<file path="config.mk">
export PLATFORM = sky130hd
export DESIGN_NAME = imm_encoder
export DESIGN_NICKNAME = d
export VERILOG_FILES = /design/src/rtl/imm_encoder.sv
export SDC_FILE = /design/constraint.sdc
export NUM_CORES = 1
export LEC_CHECK = 0
export ABC_AREA = 1
export BUFFER_PORTS_ARGS = -buffer_cell sky130_fd_sc_hd__buf_2
export CORE_MARGIN = 3
export CORE_UTILIZATION = 60
export DETAILED_ROUTE_END_ITERATION = 10
export PLACE_DENSITY = 0.93
export REMOVE_ABC_BUFFERS = 1
export SKIP_LAST_GASP = 1
export SYNTH_ARGS = -nofsm -noshare
export SYNTH_HDL_FRONTEND = slang
export SYNTH_SLANG_ARGS = --single-unit
</file>
<file path="constraint.sdc">
create_clock -name i_clk -period 3.7 [get_ports i_clk]
set_input_delay 0.74 -clock i_clk [delete_from_list [all_inputs] [get_ports i_clk]]
set_output_delay 0.74 -clock i_clk [all_outputs]
set_load 0.01 [all_outputs]
</file>
<file path="src/rtl/imm_encoder.sv">
// imm_encoder: RV32I immediate packer feeding an output FIFO.
// Scatters a 32-bit immediate into the I/S/B/J immediate fields of a base
// instruction, flags values that do not fit (or are misaligned for B/J), and
// queues {err, instr} in a DEPTH-entry FIFO with valid/ready handshakes.
// Optional round-trip self-check enabled by defining IMM_ENC_ROUNDTRIP_EN.
module imm_encoder #(
    parameter int DEPTH = 4,
    parameter int CNT_W = 8
) (
    input  logic             i_clk,
    input  logic             i_rst_n,
    input  logic             i_valid,
    output logic             o_ready,
    input  logic [1:0]       i_immsrc,
    input  logic [31:0]      i_imm,
    input  logic [31:0]      i_base,
    output logic             o_valid,
    input  logic             i_ready,
    output logic [31:0]      o_instr,
    output logic             o_err,
    output logic [CNT_W-1:0] o_err_cnt,
    input  logic             i_err_clr,
    output logic             o_rt_fail
);

    localparam int          AW   = $clog2(DEPTH);
    localparam logic [AW:0] FULL = (AW+1)'(DEPTH);

    localparam logic [1:0] SRC_I = 2'b00;
    localparam logic [1:0] SRC_S = 2'b01;
    localparam logic [1:0] SRC_B = 2'b10;
    localparam logic [1:0] SRC_J = 2'b11;

    logic [31:0] enc_instr;
    logic        enc_err;

    logic [32:0]      mem_q [DEPTH];
    logic [AW-1:0]    wr_ptr_q, wr_ptr_d;
    logic [AW-1:0]    rd_ptr_q, rd_ptr_d;
    logic [AW:0]      count_q, count_d;
    logic [CNT_W-1:0] err_cnt_q, err_cnt_d;
    logic [32:0]      head;
    logic             push, pop;

    // Scatter the immediate into the selected format and range/alignment check it.
    // Out-of-range values are still encoded, fields simply truncated.
    always_comb begin
        enc_instr = i_base;
        enc_err   = 1'b0;
        case (i_immsrc)
            SRC_I: begin
                enc_instr[31:20] = i_imm[11:0];
                enc_err          = ~(&i_imm[31:11] | ~|i_imm[31:11]);
            end
            SRC_S: begin
                enc_instr[31:25] = i_imm[11:5];
                enc_instr[11:7]  = i_imm[4:0];
                enc_err          = ~(&i_imm[31:11] | ~|i_imm[31:11]);
            end
            SRC_B: begin
                enc_instr[31]    = i_imm[12];
                enc_instr[30:25] = i_imm[10:5];
                enc_instr[11:8]  = i_imm[4:1];
                enc_instr[7]     = i_imm[11];
                enc_err          = ~(&i_imm[31:12] | ~|i_imm[31:12]) | i_imm[0];
            end
            default: begin
                enc_instr[31]    = i_imm[20];
                enc_instr[30:21] = i_imm[10:1];
                enc_instr[20]    = i_imm[11];
                enc_instr[19:12] = i_imm[19:12];
                enc_err          = ~(&i_imm[31:20] | ~|i_imm[31:20]) | i_imm[0];
            end
        endcase
    end

    // Ready depends only on the registered count, so a full FIFO never
    // accepts in the same cycle it is popped.
    assign o_ready = (count_q != FULL);
    assign o_valid = (count_q != '0);
    assign push    = i_valid & o_ready;
    assign pop     = o_valid & i_ready;
    assign head    = mem_q[rd_ptr_q];
    assign o_instr = o_valid ? head[31:0] : 32'h0;
    assign o_err   = o_valid & head[32];
    assign o_err_cnt = err_cnt_q;

    // Next-state for pointers, occupancy and the saturating error counter.
    always_comb begin
        wr_ptr_d  = wr_ptr_q;
        rd_ptr_d  = rd_ptr_q;
        count_d   = count_q;
        err_cnt_d = err_cnt_q;
        if (push) wr_ptr_d = wr_ptr_q + 1'b1;
        if (pop)  rd_ptr_d = rd_ptr_q + 1'b1;
        case ({push, pop})
            2'b10:   count_d = count_q + 1'b1;
            2'b01:   count_d = count_q - 1'b1;
            default: count_d = count_q;
        endcase
        if (i_err_clr) begin
            err_cnt_d = (push & enc_err) ? CNT_W'(1) : '0;
        end else if (push & enc_err & ~&err_cnt_q) begin
            err_cnt_d = err_cnt_q + 1'b1;
        end
    end

    // Control state register; reset empties the FIFO immediately.
    always_ff @(posedge i_clk or negedge i_rst_n) begin
        if (!i_rst_n) begin
            wr_ptr_q  <= '0;
            rd_ptr_q  <= '0;
            count_q   <= '0;
            err_cnt_q <= '0;
        end else begin
            wr_ptr_q  <= wr_ptr_d;
            rd_ptr_q  <= rd_ptr_d;
            count_q   <= count_d;
            err_cnt_q <= err_cnt_d;
        end
    end

    // FIFO storage; contents are don't-care while the entry is not valid.
    always_ff @(posedge i_clk) begin
        if (push) mem_q[wr_ptr_q] <= {enc_err, enc_instr};
    end

`ifdef IMM_ENC_ROUNDTRIP_EN
    logic [31:0] rt_ext, rt_exp;
    logic        rt_fail_q, rt_fail_d;

    // Re-extract the immediate as the core's extender would and compare it
    // with the sign-truncated (and for B/J, even) input immediate.
    always_comb begin
        rt_ext = '0;
        rt_exp = '0;
        case (i_immsrc)
            SRC_I: begin
                rt_ext = {{20{enc_instr[31]}}, enc_instr[31:20]};
                rt_exp = {{20{i_imm[11]}}, i_imm[11:0]};
            end
            SRC_S: begin
                rt_ext = {{20{enc_instr[31]}}, enc_instr[31:25], enc_instr[11:7]};
                rt_exp = {{20{i_imm[11]}}, i_imm[11:0]};
            end
            SRC_B: begin
                rt_ext = {{19{enc_instr[31]}}, enc_instr[31], enc_instr[7],
                          enc_instr[30:25], enc_instr[11:8], 1'b0};
                rt_exp = {{19{i_imm[12]}}, i_imm[12:1], 1'b0};
            end
            default: begin
                rt_ext = {{11{enc_instr[31]}}, enc_instr[31], enc_instr[19:12],
                          enc_instr[20], enc_instr[30:21], 1'b0};
                rt_exp = {{11{i_imm[20]}}, i_imm[20:1], 1'b0};
            end
        endcase
        rt_fail_d = rt_fail_q | (push & ~enc_err & (rt_ext != rt_exp));
    end

    // Sticky failure flag, cleared only by reset.
    always_ff @(posedge i_clk or negedge i_rst_n) begin
        if (!i_rst_n) rt_fail_q <= 1'b0;
        else          rt_fail_q <= rt_fail_d;
    end

    assign o_rt_fail = rt_fail_q;
`else
    assign o_rt_fail = 1'b0;
`endif

endmodule

</file>
==> run_results.csv, run 1 <==
group,metric,value,unit
run_status,status,"completed",
place,gp_congestion,0.860,
floorplan,pin_count,115,
pwr,vdd_drop_max,0.000506,V
cells_and_area,drive_gt1_frac,0.207,
synthesis,synthCells,661,
synthesis,yosys-top-cells-count,"177 x nor2_1, 132 x edfxtp_1, 92 x nand2_1",
synthesis,synth_flop_cell,"edfxtp_1",
pwr,powerDensity,785,nW/um^2
timing,max_freq,0.323,GHz
cells_and_area,n_antenna_cell,0,
grt,grt_usage,0.260,
grt,grt_pass1_wl,25.4,mm
timing,rsz0062_at_grt,"false",
cts,cts.clk_slew.worst_paths,0.07,ns
drt,first_pass_iters,5,
floorplan,die_w,112,um
cells_and_area,fill_cells,653,
timing,relSlewSlack,0.450,
critical_path,critical_path_required,2.96,ns
drt,ant_nets,0,
timing,setup_viol,0,
synthesis,synthAdderAreaFrac,0.0217,
timing,worst_pin_slew,0.822,ns
floorplan,die_area,12400,sq um
synthesis,synth-async-reset-ratio,0.102,
cts,cts_resized,0,
cts,hold_buffers,0,
critical_path,path_max_fanout,67,
synthesis,muxShareOfSynthArea,0,
synthesis,synth-simple-area-share,0.187,
critical_path,start_kind,"register",
timing,finalCritPeriodShare,0.836,
synthesis,synth-seq-cells,147,
pwr,p_leak,3.18,nW
cts,cts.path.max_buffers,2,
synthesis,yosysUniqueCellTypes,33,
cts,cts-root-buf,"clkbuf_8",
critical_path,arrival,2.35,ns
floorplan,core,10600,sq um
hold_path,holdCritPathClass,"input pin to async pin",
synthesis,synth_edf_count,132,
floorplan,num_rows,37,
cts,cts-buffers-inserted,17,
timing,fin_setup_tns,0,ns
synthesis,synth.avg_cell_area,10.1,sq um
grt,grt_max_degree,68,
place,detailed_place_hpwl,9.73,mm
drt,via_per_inst,5.78,
timing,drv_slew,0,
timing,setup_slack,0.609,ns
synthesis,syn_area,6680,sq um
critical_path,crit_path_end_kind,"primary output",
timing,period_minus_slack,3.09,ns
synthesis,synth_xor_area_frac,0.00656,
timing,clock_skew,0.0119,ns
floorplan,start_util,0.633,
drt,via_count,5287,
cells_and_area,final_util,0.750,
drt,wire_per_inst,17.4,um
synthesis,yosys_warnings,0,
drt,drt-initial-drc-count,529,
cells_and_area,areaGrowthSynthToFinish,18.6,%
grt,grt_remaining_overflow,0,
synthesis,netlist.area_leader.share,0.593,
drt,routed_wl,15.9,mm
cts,numClockSinks,147,
place,port_buffers,106,
synthesis,synth_compound_area_frac,0.0939,
synthesis,synth_seq_area_share,0.650,
synthesis,synth_most_common_cell,"nor2_1",
critical_path,crit_type,"register to primary output",
synthesis,synth_area_leaders,"edfxtp_1 59%, nor2_1 9.9%, o21ai_0 6.1%, dfrtp_1 5.6%, nand2_1 5.2%",
floorplan,fp.dieH,112,um
place,dp_slack,1.19,ns
grt,grt_pass1_vias,5330,
job,max_cap_violations,0,
cts,postCtsSetupBuffers,0,
critical_path,r2r-start,"count_q[0]",
critical_path,crit_start,"rd_ptr_q[0]",
synthesis,synth_top_area_cell,"edfxtp_1",
cts,htreeDepth,4,
cells_and_area,fin_nets,847,
pwr,p_total,6.22,mW
synthesis,synth_top_family_by_area,"simple AND/OR/NAND/NOR gates",
timing,hold_viol_final,0,
cts,cts_tree,"yes",
drt,drc,0,
cts,clk-insertion-delay-late,0.53,ns
grt,antenna_found_initial,0,
metal layers:
| metal | wire length [um] | GRT usage | vias to the layer above |
|---|---|---|---|
| met4 | 310 | 0.103 | 0 |
| met3 | 1490 | 0.0598 | 42 |
| met1 | 5820 | 0.304 | 2486 |
| li1 | - | - | 2440 |
| met2 | 8290 | 0.465 | 319 |
| met5 | 0 | 0 | - |
state kept, by name, summed over array words and instances (netlist names):
register	count
count_q	3
rd_ptr_q	2
mem_q	132
wr_ptr_q	2
o_err_cnt	8
final timing paths:
kind,endpoint,slack (ns),depth (start not counted)
setup / recovery,o_instr[17],0.61,6
setup reg to reg,count_q[1],1.25,8
max in group asynchronous,rd_ptr_q[0],3.29,1
hold / removal,o_err_cnt[2],0.12,1
hold reg to reg,count_q[2],0.57,1
min in group i_clk,mem_q[3][30],0.42,1
critical path, cell delays in order (launching register included):
cell     delay (ns)
dfrtp_2        0.36
buf_4          0.57
nor2_1         0.16
nor2_1         0.16
o21ai_0        0.13
a21oi_1        0.23
buf_2          0.17
final cells by class:
class | instances | area (sq um) | share of cell area
sequential | 147 | 4340 | 0.548
inverter | 38 | 143 | 0.0180
multi-input combinational | 446 | 2110 | 0.266
clock inverter | 15 | 148 | 0.0186
timing repair buffer | 115 | 598 | 0.0755
clock buffer | 17 | 414 | 0.0523
tap | 136 | 170 | 0.0215
placed cells by master (no fill, tap or decap), types with 3 or more instances in the layout:
master,count
nor3_1,5
inv_6,4
nand2_1,92
clkinvlp_4,4
dfrtp_1,14
nor2_1,173
inv_1,37
clkbuf_16,16
clkinv_4,3
edfxtp_1,132
a21oi_1,37
ha_1,10
nor2_4,4
buf_4,9
o21ai_0,81
buf_2,106
nand3_1,18
xor2_1,3
power by group:
part / internal [mW] / total (mW) / leakage (nW) / switching, mW
registers: 2.20 / 2.32 / 1.40 / 0.119
logic: 0.742 / 2.29 / 1.51 / 1.55
clock network: 0.908 / 1.61 / 0.263 / 0.700
through the flow:
stage	instance area [sq um]	instances	hold slack, ns
CTS	7920	914	0.110
global placement	7360	882	0.540
detailed placement	7360	882	0.563
floorplan	6550	631	0.444
global route	7920	914	0.127
finish	7920	914	0.116
logic make-up after synthesis:
logic type,Yosys count
AOI/OAI and AO/OA,123
xor gates and xnor gates,5
adders and majority gates,11
buffers and inverters,68
DFF,147
other,1
and+or+nand+nor,306
No activity file was read; power rests on OpenSTA's default activity.
==> run 2, diff against run 1 <==
--- a/config.mk
+++ b/config.mk
@@ -8,9 +8,9 @@
 export ABC_AREA = 1
 export BUFFER_PORTS_ARGS = -buffer_cell sky130_fd_sc_hd__buf_2
 export CORE_MARGIN = 3
-export CORE_UTILIZATION = 60
+export CORE_UTILIZATION = 51
 export DETAILED_ROUTE_END_ITERATION = 10
-export PLACE_DENSITY = 0.93
+export PLACE_DENSITY = 0.84
 export REMOVE_ABC_BUFFERS = 1
 export SKIP_LAST_GASP = 1
 export SYNTH_ARGS = -nofsm -noshare
==> constraint.sdc (replaced) <==
create_clock -name i_clk -period 2.8 [get_ports i_clk]
set_input_delay 0.56 -clock i_clk [delete_from_list [all_inputs] [get_ports i_clk]]
set_output_delay 0.56 -clock i_clk [all_outputs]
set_load 0.01 [all_outputs]
==> run_results.csv, run 2 (synthesis gave the netlist of run 1 again) <==
group,metric,value,unit
drt,met2_length,7.34,mm
hold_path,holdCritPathClass,"input pin to async pin",
floorplan,num_rows,41,
place,port_buffers,106,
cts,numClockSinks,147,
cells_and_area,largest-register,"mem_q",
grt,antenna_found_initial,0,
timing,finalCritPeriodShare,0.883,
cts,cts.clk_slew.worst_paths,0.06,ns
grt,grt_pass1_wl,22.9,mm
timing,rsz0062_at_grt,"false",
cells_and_area,largest_register_ffs,132,
grt,grt_pass1_vias,4803,
critical_path,r2r-start,"count_q[0]",
drt,via_count,5055,
floorplan,pin_count,115,
timing,setup_viol,0,
grt,grt_usage,0.206,
pwr,p_leak,3.21,nW
grt,grt_max_degree,46,
critical_path,critical_path_required,2.24,ns
timing,relSlewSlack,0.571,
timing,hold_viol_final,0,
floorplan,fp.dieH,120,um
cts,cts-root-buf,"clkbuf_16",
grt,grt_remaining_overflow,0,
floorplan,die_w,120,um
cells_and_area,fin_nets,853,
floorplan,start_util,0.525,
timing,clock_skew,0.0102,ns
critical_path,rr_worst_depth,9,
timing,hold-worst-slack,0.0456,ns
timing,period_minus_slack,2.47,ns
critical_path,arrival,1.91,ns
place,dp_slack,0.468,ns
drt,via_per_inst,5.29,
pwr,vdd_drop_max,0.000453,V
cts,htreeDepth,4,
place,detailed_place_hpwl,9.35,mm
critical_path,rr_endpoint,"count_q[2]",
drt,ant_nets,0,
drt,drc,0,
timing,setup_slack,0.326,ns
cells_and_area,drive_gt1_frac,0.214,
cells_and_area,final_cell_mix,"173 x nor2_1, 132 x edfxtp_1, 106 x buf_2",
place,gp_congestion,0.817,
drt,wirelength_met1,5.79,mm
drt,first_pass_iters,5,
critical_path,reg2reg_setup_slack,0.72,ns
timing,max_freq,0.404,GHz
cts,cts_tree,"yes",
critical_path,start_kind,"register",
drt,routed_wl,14.7,mm
cts,cts.path.max_buffers,2,
cts,clk-insertion-delay-late,0.42,ns
timing,drv_slew,0,
floorplan,core,12700,sq um
drt,top_layer_used,"met4",
drt,wire_per_inst,15.4,um
critical_path,crit_path_end_kind,"primary output",
drt,wl_met3,1.28,mm
cells_and_area,areaGrowthSynthToFinish,19.9,%
job,max_cap_violations,0,
cells_and_area,final_common_cell,"nor2_1",
run_status,status,"completed",
floorplan,die_area,14500,sq um
critical_path,crit_type,"register to primary output",
critical_path,path_max_fanout,39,
cts,hold_buffers,0,
drt,drt-initial-drc-count,386,
cts,cts-buffers-inserted,17,
pwr,powerDensity,1020,nW/um^2
timing,worst_pin_slew,0.642,ns
cells_and_area,n_antenna_cell,0,
## run 2: cell types whose count changed in the layout (fill, tap and decap cells not counted), sizes merged
cell	delta
inv	+2
buf	+6
clkinv	+1
clkinvlp	-2
bufinv	-1
## run 2: worst max-delay path, cell delays in order (launching register included)
cell	delay [ns]
dfrtp_2	0.39
buf_4	0.41
nor2_1	0.12
nor2_1	0.12
o21ai_0	0.10
a21oi_1	0.19
buf_2	0.16
## run 2: worst max path at each step
| stage | slack, ns | to | from | depth (start not counted) |
|---|---|---|---|---|
| floorplan | -0.44 | o_instr[30] | rd_ptr_q[0] | 3 |
| global placement | 0.58 | o_instr[14] | rd_ptr_q[1] | 6 |
| detailed placement | 0.47 | mem_q[1][16] | i_immsrc[0] | 4 |
| CTS | 0.08 | o_instr[0] | rd_ptr_q[1] | 6 |
| global route | 0.24 | o_instr[17] | rd_ptr_q[0] | 6 |
| finish | 0.33 | o_instr[11] | rd_ptr_q[0] | 6 |
## run 2: layout make-up
type | instances | area (sq um)
Fill cell | 1012 | 4710
Sequential cell | 147 | 4340
Timing Repair Buffer | 121 | 656
Clock buffer | 17 | 425
Tap cell | 172 | 215
Multi-Input combinational cell | 446 | 2110
Inverter | 38 | 146
Clock inverter | 15 | 119
## run 2: routing by layer
metal  GRT usage  vias to the layer above
li1            -                     2452
met1       0.237                     2353
met2       0.359                      213
met3      0.0669                       37
met4      0.0729                        0
met5           0                        -
## run 2: metrics by stage
step | cells | cell area (sq um) | setup TNS [ns] | total power, mW | util
floorplan | 631 | 6550 | -13.65 | 4.83 | -
global placement | 921 | 7440 | 0 | 5.99 | 0.585
detailed placement | 921 | 7440 | 0 | 6.09 | 0.585
CTS | 953 | 7980 | 0 | 8.13 | 0.627
global route | 956 | 8010 | 0 | 8.61 | 0.629
finish | 956 | 8010 | 0 | 8.13 | 0.629
## run 2: what timing repair did
action,in CTS,in global routing
endpoints found under the setup margin,0,5
setup buffers,0,3
resized for setup,0,1
## run 2: report_power, final
group,internal (mW),leakage (nW),switching (mW)
clock network,1.15,0.271,0.902
registers,2.91,1.40,0.149
logic,1.04,1.54,1.98
total,5.10,3.21,3.03
==> run 3, diff against run 2 <==
--- a/config.mk
+++ b/config.mk
@@ -7,11 +7,11 @@
 export LEC_CHECK = 0
 export ABC_AREA = 1
 export BUFFER_PORTS_ARGS = -buffer_cell sky130_fd_sc_hd__buf_2
+export CORE_ASPECT_RATIO = 0.9
 export CORE_MARGIN = 3
 export CORE_UTILIZATION = 51
 export DETAILED_ROUTE_END_ITERATION = 10
 export PLACE_DENSITY = 0.84
-export REMOVE_ABC_BUFFERS = 1
 export SKIP_LAST_GASP = 1
 export SYNTH_ARGS = -nofsm -noshare
 export SYNTH_HDL_FRONTEND = slang
==> run_results.csv, run 3 (synthesis gave the netlist of run 1 again) <==
group,metric,value,unit
cells_and_area,instances_no_fill,945,
critical_path,critPathMaxStageDelay,0.38,ns
cts,cts.path.max_buffers,2,
critical_path,start_kind,"register",
cells_and_area,fill_cells,1005,
critical_path,arrival,1.83,ns
drt,first_pass_iters,5,
place,detailed_place_hpwl,9.70,mm
cells_and_area,areaGrowthSynthToFinish,19.6,%
cells_and_area,drive_gt1_frac,0.205,
grt,grt_remaining_overflow,0,
cells_and_area,final_cell_mix,"173 x nor2_1, 132 x edfxtp_1, 106 x buf_2",
cts,cts-buffers-inserted,17,
cts,cts-root-buf,"clkbuf_16",
critical_path,crit_type,"register to primary output",
synthesis,synth_fp_nets,743,
critical_path,path_delay_family,"buffers and inverters",
cells_and_area,regArea,4340,sq um
run_status,status,"completed",
cts,postCtsSetupBuffers,0,
timing,drv_slew,0,
place,port_buffers,106,
grt,antenna_found_initial,0,
timing,hold-worst-slack,0.0493,ns
critical_path,slowest_stage,"dfrtp_1",
drt,via_count,5027,
cells_and_area,n_antenna_cell,0,
pwr,p_seq_frac,0.378,
cells_and_area,largest_register_ffs,132,
pwr,vdd_drop_max,0.000425,V
timing,max_freq,0.418,GHz
drt,drt-initial-drc-count,536,
place,gp_congestion,0.902,
cells_and_area,largest-register,"mem_q",
timing,clock_skew,0.00539,ns
hold_path,holdCritPathClass,"input pin to async pin",
critical_path,critical_path_required,2.24,ns
floorplan,num_rows,39,
timing,setup_viol,0,
grt,grt_usage,0.211,
cts,numClockSinks,147,
pwr,p_int,5.09,mW
pwr,comb_power_share,0.377,
timing,worst_pin_slew,0.552,ns
cells_and_area,fin_nets,850,
pwr,powerDensity,1010,nW/um^2
pwr,switchingPower,2.99,mW
pwr,sw_frac_of_total,0.370,
cells_and_area,final_common_cell,"nor2_1",
floorplan,pin_count,115,
drt,drc,0,
cts,cts_resized,0,
critical_path,cp.depth,6,
grt,grt_pass1_wl,23.6,mm
cts,cts_tree,"yes",
grt,grt_max_degree,68,
floorplan,start_util,0.524,
critical_path,crit_buf_inv,3,
drt,routed_wl,14.9,mm
cells_and_area,multi_input_area,2110,sq um
floorplan,die_area,14500,sq um
floorplan,die_w,127,um
timing,fin_setup_tns,0,ns
timing,relSlewSlack,0.631,
critical_path,path_max_fanout,12,
critical_path,crit_chain,"inv_1 -> buf_4 -> nor2_1 -> o21ai_0 -> a21oi_1 -> buf_2",
pwr,p_clk_frac,0.244,
critical_path,crit_path_end_kind,"primary output",
place,place_inst,913,
critical_path,reg2reg_setup_slack,0.70,ns
floorplan,core,12700,sq um
cts,clk-insertion-delay-late,0.42,ns
drt,wire_per_inst,15.8,um
grt,grt_pass1_vias,4795,
critical_path,rr_worst_depth,9,
pwr,p_leak,3.19,nW
timing,rsz0062_at_grt,"false",
cts,cts.clk_slew.worst_paths,0.06,ns
timing,finalCritPeriodShare,0.854,
drt,ant_nets,0,
cts,hold_buffers,0,
floorplan,fp.dieH,115,um
timing,period_minus_slack,2.39,ns
timing,hold_viol_final,0,
drt,via_per_inst,5.32,
cts,htreeDepth,4,
job,max_cap_violations,0,
## run 3: stage by stage
stage	util	worst slack, ns	power, mW	cell area [sq um]
global route	0.627	0.232	8.60	7990
global placement	0.586	0.701	6.06	7460
CTS	0.627	0.371	8.12	7990
detailed placement	0.586	0.654	6.14	7460
finish	0.627	0.410	8.08	7990
floorplan	-	0.289	4.94	6680
## run 3: routing by layer
metal | part of all wire | up-vias | GRT usage
li1 | - | 2451 | -
met1 | 0.42 | 2323 | 0.274
met2 | 0.49 | 225 | 0.346
met3 | 0.077 | 28 | 0.0499
met4 | 0.019 | 0 | 0.0801
met5 | 0 | - | 0
## run 3: path summary, 6_finish.rpt
| path | from | to |
|---|---|---|
| max in group asynchronous | i_rst_n | rd_ptr_q[0] |
| min reg2reg | count_q[0] | count_q[0] |
| min in group i_clk | i_base[5] | mem_q[2][5] |
| max reg2reg | count_q[0] | count_q[2] |
| max | rd_ptr_q[1] | o_instr[12] |
| min | i_rst_n | o_err_cnt[1] |
## run 3: area by class of cell
class / instances / area share
sequential: 147 / 0.543
multi-input combinational: 446 / 0.264
timing repair buffer: 118 / 0.0840
clock buffer: 19 / 0.0542
tap: 164 / 0.0257
inverter: 38 / 0.0179
clock inverter: 13 / 0.0111
## run 3: power groups by stage
stage                     logic [mW]  registers [mW]  clock network [mW]
after floorplan                 1.86            3.07                   0
after global placement          2.98            3.08                   0
after detailed placement        3.05            3.09                   0
after CTS                       3.07            3.05                2.00
after global routing            3.40            3.08                2.11
final                           3.05            3.05                1.97
